`src/rtl/sslp_elp_ctrl.sv`:
```
// Landing-pad expectation (ELP) controller for the SSLP forward-edge CFI path.
// Tracks whether the next instruction must be an LPAD and saves/restores ELP across traps.
module sslp_elp_ctrl #(
    parameter int unsigned NrCommitPorts = 2
) (
    input  logic                     clk_i,
    input  logic                     rst_ni,
    input  logic                     flush_i,
    input  logic                     lp_enable_i,
    input  logic                     issue_ack_i,
    input  logic                     issue_is_indirect_i,
    input  logic [NrCommitPorts-1:0] commit_valid_i,
    input  logic [NrCommitPorts-1:0] commit_is_indirect_i,
    input  logic [NrCommitPorts-1:0] commit_is_lpad_i,
    input  logic                     trap_i,
    input  logic                     trap_to_s_i,
    input  logic                     mret_i,
    input  logic                     sret_i,
    output logic                     xLPAD_o,
    output logic                     issue_stall_o,
    output logic                     mpelp_o,
    output logic                     spelp_o
);

    localparam logic [1:0] NO_LP     = 2'b00;
    localparam logic [1:0] JUMP_PEND = 2'b01;
    localparam logic [1:0] LP_EXP    = 2'b10;

    logic [1:0] state_q, state_d;
    logic       mpelp_q, mpelp_d;
    logic       spelp_q, spelp_d;

    logic       anyIndirectCommit;
    logic       firstFound;
    logic       firstIsLpad;
    logic       firstIsIndirect;
    logic       elpNow;

    assign anyIndirectCommit = |(commit_valid_i & commit_is_indirect_i);
    assign elpNow            = (state_q == LP_EXP);

    // The oldest retiring instruction (lowest port) decides whether a pending LPAD was honoured.
    always_comb begin
        firstFound      = 1'b0;
        firstIsLpad     = 1'b0;
        firstIsIndirect = 1'b0;
        for (int unsigned k = 0; k < NrCommitPorts; k++) begin
            if (!firstFound && commit_valid_i[k]) begin
                firstFound      = 1'b1;
                firstIsLpad     = commit_is_lpad_i[k];
                firstIsIndirect = commit_is_indirect_i[k];
            end
        end
    end

    always_comb begin
        state_d = state_q;
        mpelp_d = mpelp_q;
        spelp_d = spelp_q;

        if (trap_i) begin
            if (trap_to_s_i) begin
                spelp_d = elpNow;
            end else begin
                mpelp_d = elpNow;
            end
            state_d = NO_LP;
        end else if (mret_i) begin
            state_d = (mpelp_q && lp_enable_i) ? LP_EXP : NO_LP;
            mpelp_d = 1'b0;
        end else if (sret_i) begin
            state_d = (spelp_q && lp_enable_i) ? LP_EXP : NO_LP;
            spelp_d = 1'b0;
        end else begin
            case (state_q)
                NO_LP: begin
                    if (issue_ack_i && issue_is_indirect_i && lp_enable_i) begin
                        state_d = JUMP_PEND;
                    end
                end
                // A jump that commits alongside a mispredict flush still creates the expectation.
                JUMP_PEND: begin
                    if (anyIndirectCommit) begin
                        state_d = LP_EXP;
                    end else if (flush_i) begin
                        state_d = NO_LP;
                    end
                end
                // The expectation is architectural, so a flush on its own leaves it in place.
                LP_EXP: begin
                    if (!lp_enable_i) begin
                        state_d = NO_LP;
                    end else if (firstFound) begin
                        if (firstIsLpad) begin
                            state_d = NO_LP;
                        end else if (firstIsIndirect) begin
                            state_d = LP_EXP;
                        end else begin
                            state_d = NO_LP;
                        end
                    end
                end
                default: begin
                    state_d = NO_LP;
                end
            endcase
        end
    end

    always_ff @(posedge clk_i or negedge rst_ni) begin
        if (!rst_ni) begin
            state_q <= NO_LP;
            mpelp_q <= 1'b0;
            spelp_q <= 1'b0;
        end else begin
            state_q <= state_d;
            mpelp_q <= mpelp_d;
            spelp_q <= spelp_d;
        end
    end

    assign xLPAD_o       = (state_q == LP_EXP);
    assign issue_stall_o = (state_q == JUMP_PEND);
    assign mpelp_o       = mpelp_q;
    assign spelp_o       = spelp_q;

endmodule

```
`config.mk`:
```
export PLATFORM = sky130hd
export DESIGN_NAME = sslp_elp_ctrl
export DESIGN_NICKNAME = d
export VERILOG_FILES = /design/src/rtl/sslp_elp_ctrl.sv
export SDC_FILE = /design/constraint.sdc
export NUM_CORES = 1
export LEC_CHECK = 0
export ABC_AREA = 0
export CAP_MARGIN = 10
export CORE_AREA = 2 2 39 41
export CTS_BUF_LIST = sky130_fd_sc_hd__clkbuf_16
export CTS_CLUSTER_SIZE = 10
export DETAILED_ROUTE_END_ITERATION = 8
export DIE_AREA = 0 0 41 43
export PLACE_DENSITY_LB_ADDON = 0.08
export REMOVE_ABC_BUFFERS = 1
export SYNTH_ARGS = -nofsm -noshare
export SYNTH_HDL_FRONTEND = slang
export SYNTH_SLANG_ARGS = --single-unit
```
`constraint.sdc`:
```
create_clock -name clk_i -period 1.4 [get_ports clk_i]
set_input_delay 0.14 -clock clk_i [delete_from_list [all_inputs] [get_ports clk_i]]
set_output_delay 0.14 -clock clk_i [all_outputs]
set_load 0.01 [all_outputs]
```
======== After elaboration in Yosys (flattened, before gate mapping) ========
Cells that the tools add are included.
cells by class
  muxes and demuxes ....................... 26
  eq/ne operators ......................... 8
  reduce and logical (&&, ||, !) cells .... 13
  bitwise operators ....................... 1
operators with widths
  operator                                                               number
  2-bit 2-to-1 mux                                                       12
  1-bit 2-to-1 mux                                                       13
  6-bit by 5-bit != test with 1-bit output, second input constant        2
  2-bit one-hot mux with 3 select lines                                  1
  3-bit AND reduction                                                    2
  1-bit logical AND                                                      5
  5-bit != test, second input constant                                   1
  2-bit != test, second input constant                                   2
  2-bit nonzero test                                                     2
  2-bit AND                                                              1
  2-bit by 1-bit equality test with 1-bit output, second input constant  1
  2-bit equality test, second input constant                             1
  2-bit zero test                                                        1
  2-bit by 1-bit != test with 1-bit output, second input constant        1
  2-bit AND reduction                                                    1
  2-bit OR reduction                                                     1
  1-bit zero test                                                        1
word-level totals
  bits of input ports ..................... 16
  logic and storage cells ................. 51
  register bits ........................... 4
  output and inout bits ................... 4

======== Logic depth before layout (Yosys ltp) ========
  word-level depth ........................ 12
  mapped depth ............................ 4
  gate-level depth less buffers ........... 4

======== Least setup slack after synthesis ========
Ideal clock, no wire load.
  kind .................................... reg2reg
  from .................................... reg state_q[1]
  to ...................................... reg mpelp_q (netlist: mpelp_o)
  clock period less this slack ............ 1.144 ns
  required time ........................... 1.279 ns
  stages on the path, launching flop included .. 4
  setup time .............................. 0.121 ns
  arrival ................................. 1.023 ns
  path buffers ............................ 0
  path slack .............................. 0.256 ns
  cells stage by stage .................... dfrtp_1 -> nor2b_1 -> mux2_2 -> a22o_1
on the way
  word-level cells in the longest chain between the ends .. 3
RTL lines
  element                 RTL line  text
  from (decl)             29        logic [1:0] state_q, state_d;
  from (signal assigned)  116       state_q <= state_d;
  2-bit equality test     --
  via xLPAD_o             19        output logic xLPAD_o,
  1-bit 2-to-1 mux        62        if (trap_to_s_i) begin
  1-bit 2-to-1 mux        61        if (trap_i) begin
  to (signal assigned)    117       mpelp_q <= mpelp_d;
  to (decl)               30        logic mpelp_q, mpelp_d;
The timed path passes the listed nets, and every way through them passes these cells. The select of a mux whose other input is x is not followed.
A chain may end at the register's enable or synchronous reset.

======== Final worst setup path ========
  from .................................... reg spelp_q (netlist: spelp_o)
  to ...................................... out spelp_o
RTL lines
  element                 RTL line  text
  from (decl)             31        logic spelp_q, spelp_d;
  from (signal assigned)  118       spelp_q <= spelp_d;
  to (decl)               22        output logic spelp_o
No word-level cell between the ends.

==> summary.txt <==
Timing
  • Fin Setup TNS: 0 ns
  • Max Slew Vio Count: 0
  • WHS: 0.1193 ns
  • Hold Vio Cnt, Final: 0
  • Clock Skew: about 0.0036 ns
  • RSZ-0062 raised after global routing: false
  • Final Cycle Share: between 90% and 100%
  • Setup WS post-layout: 0.1040 ns
  • Fmax: ~770 MHz
  • # setup viols final: 0
  • Period minus WS final: 1.296 ns
  • Slew HR: between 80% and 90%
  • Slew @ Worst Pin: about 0.24 ns

Critical path
  • Critical-path cell list: clkdlybuf4s50_1
  • Crit path DAT: 1.16 ns
  • Critical Path End Type: output pin
  • Delay-heaviest family, CP: buffers and inverters
  • Crit path buffers/inverters: 1
  • Worst-path fanout max: 4
  • CP Launch Type: flip-flop
  • Crit Path Class: flip-flop to output pin
  • Slowest stage delay, CP: 0.56 ns
  • CP max stage cell: clkdlybuf4s50_1
  • Critical Path RT: around 1.3 ns

Logic synthesis
  • Mux contribution to synthesized area: approximately 8.0%
  • Main combinational cell family by area after synthesis: compound AO/OA/AOI/OAI gates
  • Mapped Area: roughly 280 µm²
  • Adder-cell share of the synthesized area: 0%
  • Yosys Warn Count: 0
  • Seq/Total Area, Yosys: 35.40%
  • Syn Area/Cell: 8.837 µm²
  • Register bit total from synthesis: 4
  • Synth Area in Compound Gates: 28.32%
  • Post-Synth XOR/XNOR Area: 0%
  • Post-synthesis cell type count: 20
  • Cell count after synthesis: 32
  • Synth Area in Simple Gates: between 20% and 30%

Route
  • DRC viols: 0
  • WL/cell: around 12 µm
  • Vias: 335
  • Avg Vias per Cell: around 4.7
  • Routed Antenna Nets: 0
  • Drt pass-1 iters: 2
  • Total Wirelength: roughly 890 µm
  • DRT iter0 DRCs: 4

Pwr
  • VDD IR max: around 790 µV
  • Leakage: 0.2571 nW
  • Pwr per Cell Area: 1141 nW/µm²

Global routing
  • Pin count of the biggest net entering global routing: 6
  • Vias in the first global route: 375
  • First-pass GRT wire length: roughly 1500 µm
  • Number of antenna violations at the first check in global routing: 0
  • GRT Total Usage: a little over an eighth
  • Grt ovf: 0

Final layout
  • Fillers: 151
  • # nets final: between 70 and 80
  • Non-filler cells, final: between 70 and 80
  • Ant. Diodes: 0
  • FF/Latch Area: about 100 µm²
  • Share of cells above drive strength 1: 14.29%
  • Multi-input logic area: 175.2 µm²
  • Synthesis-to-layout area growth: 105.3%

Floorplan
  • Total die area: 1763 µm²
  • Num rows: 14
  • Die span in x: ~41 µm
  • Core Box Area: around 1400 µm²
  • Starting density of the core: approximately 20%
  • # IOs: 20
  • Die height: approximately 43 µm

Worst hold path
  • Hold Path Class: input port to asynchronous set/reset pin

Clock tree
  • Sink Count: 4
  • CTS H-tree depth: 1
  • CTS root buf: clkbuf_16
  • Clock transition at path regs: 0.03 ns
  • Later-pin clock latency in the skew report: 0.23 ns
  • CTS Buf Count: 3
  • Clk buf depth: 2
  • CTS tree: yes

Placed design
  • Post-Place Worst Slack: ~0.038 ns
  • DP Wirelength: 709 µm
  • Gpl congestion: approximately 0.67
  • Placed insts: slightly below 70
  • Port buffer count: 19

Status
  • Status: finished clean

Flow run
  • Max-Cap Viols: 0
repair_timing:
action | CTS | global route
resized for setup | 2 | 0
setup buffers | 0 | 0
endpoints found under the setup margin | 2 | 0
hold buffers | 0 | 0
through the flow:
| step | cell area (µm²) | util, % | power [mW] |
|---|---|---|---|
| 5_1_grt | 580.6 | 41.95 | 0.6908 |
| 4_1_cts | 580.6 | 41.95 | 0.6711 |
| 6_report | 580.6 | 41.95 | 0.6623 |
| 3_3_place_gp | 508.0 | 36.71 | 0.2162 |
| 2_1_floorplan | 282.8 | - | 0.1485 |
| 3_5_place_dp | 508.0 | 36.71 | 0.2173 |
logic make-up after synthesis:
| group | after synthesis |
|---|---|
| and+or+nand+nor | 13 |
| buffers and inverters | 2 |
| AOI/OAI and AO/OA | 11 |
| DFF | 4 |
| muxes | 2 |
layout by cell type (no fill, tap or decap), types with 3 or more instances in the layout:
master            n
o21ai_0           3
dfrtp_1           4
clkdlybuf4s50_1  17
clkbuf_16         3
final cells by class:
type	count	area share, %
Sequential cell	4	17.24
Tap cell	16	3.448
Multi-Input combinational cell	26	30.17
Clock buffer	3	12.93
Timing Repair Buffer	21	34.91
Inverter	2	1.293
cell usage after synthesis:
library cell / count / area share, %
a211oi_1: 1 / 2.7
nor2b_1: 2 / 4.4
a21oi_1: 1 / 1.8
inv_1: 2 / 2.7
nor3_1: 1 / 1.8
o21ai_0: 3 / 5.3
dfrtp_1: 4 / 35
nand2b_1: 2 / 4.4
o211ai_1: 1 / 2.7
and3b_1: 1 / 3.1
mux2_2: 2 / 8.0
a31oi_1: 2 / 4.4
nor2_1: 2 / 2.7
or3_1: 1 / 2.2
a22o_1: 1 / 3.1
nand3b_1: 1 / 2.7
nand3_1: 1 / 1.8
o41ai_2: 1 / 5.8
a22oi_1: 1 / 2.7
nand2_1: 2 / 2.7
flip-flops by register name (all words and copies together) (netlist names):
signal   cells
mpelp_o      1
spelp_o      1
state_q      2
per-layer routing:
metal  GRT usage, %  wire, µm  vias to the layer above
li1               -         -                      168
met1          13.87       364                      150
met2          20.31       436                       14
met3          7.853        72                        3
met4          6.000        11                        0
met5              0         0                        -
path summary, 6_finish.rpt:
| kind | cells past startpoint | end | start | slack [ns] |
|---|---|---|---|---|
| worst max-delay path | 1 | spelp_o | spelp_o | 0.10 |
| worst min-delay path | 1 | state_q[0] | rst_ni | 0.12 |
| worst max register to register | 3 | mpelp_o | state_q[1] | 0.25 |
| worst min register to register | 1 | state_q[0] | state_q[1] | 0.48 |
| max in group asynchronous | 1 | mpelp_o | rst_ni | 1.11 |
| min in group clk_i | 1 | state_q[0] | state_q[1] | 0.48 |
power by group:
group / switching [mW] / internal, mW
sequential: 0.00378 / 0.120
clock: 0.0826 / 0.365
combinational: 0.0315 / 0.0591
total: 0.118 / 0.544
Note: power is estimated with default switching activity, not from simulation.
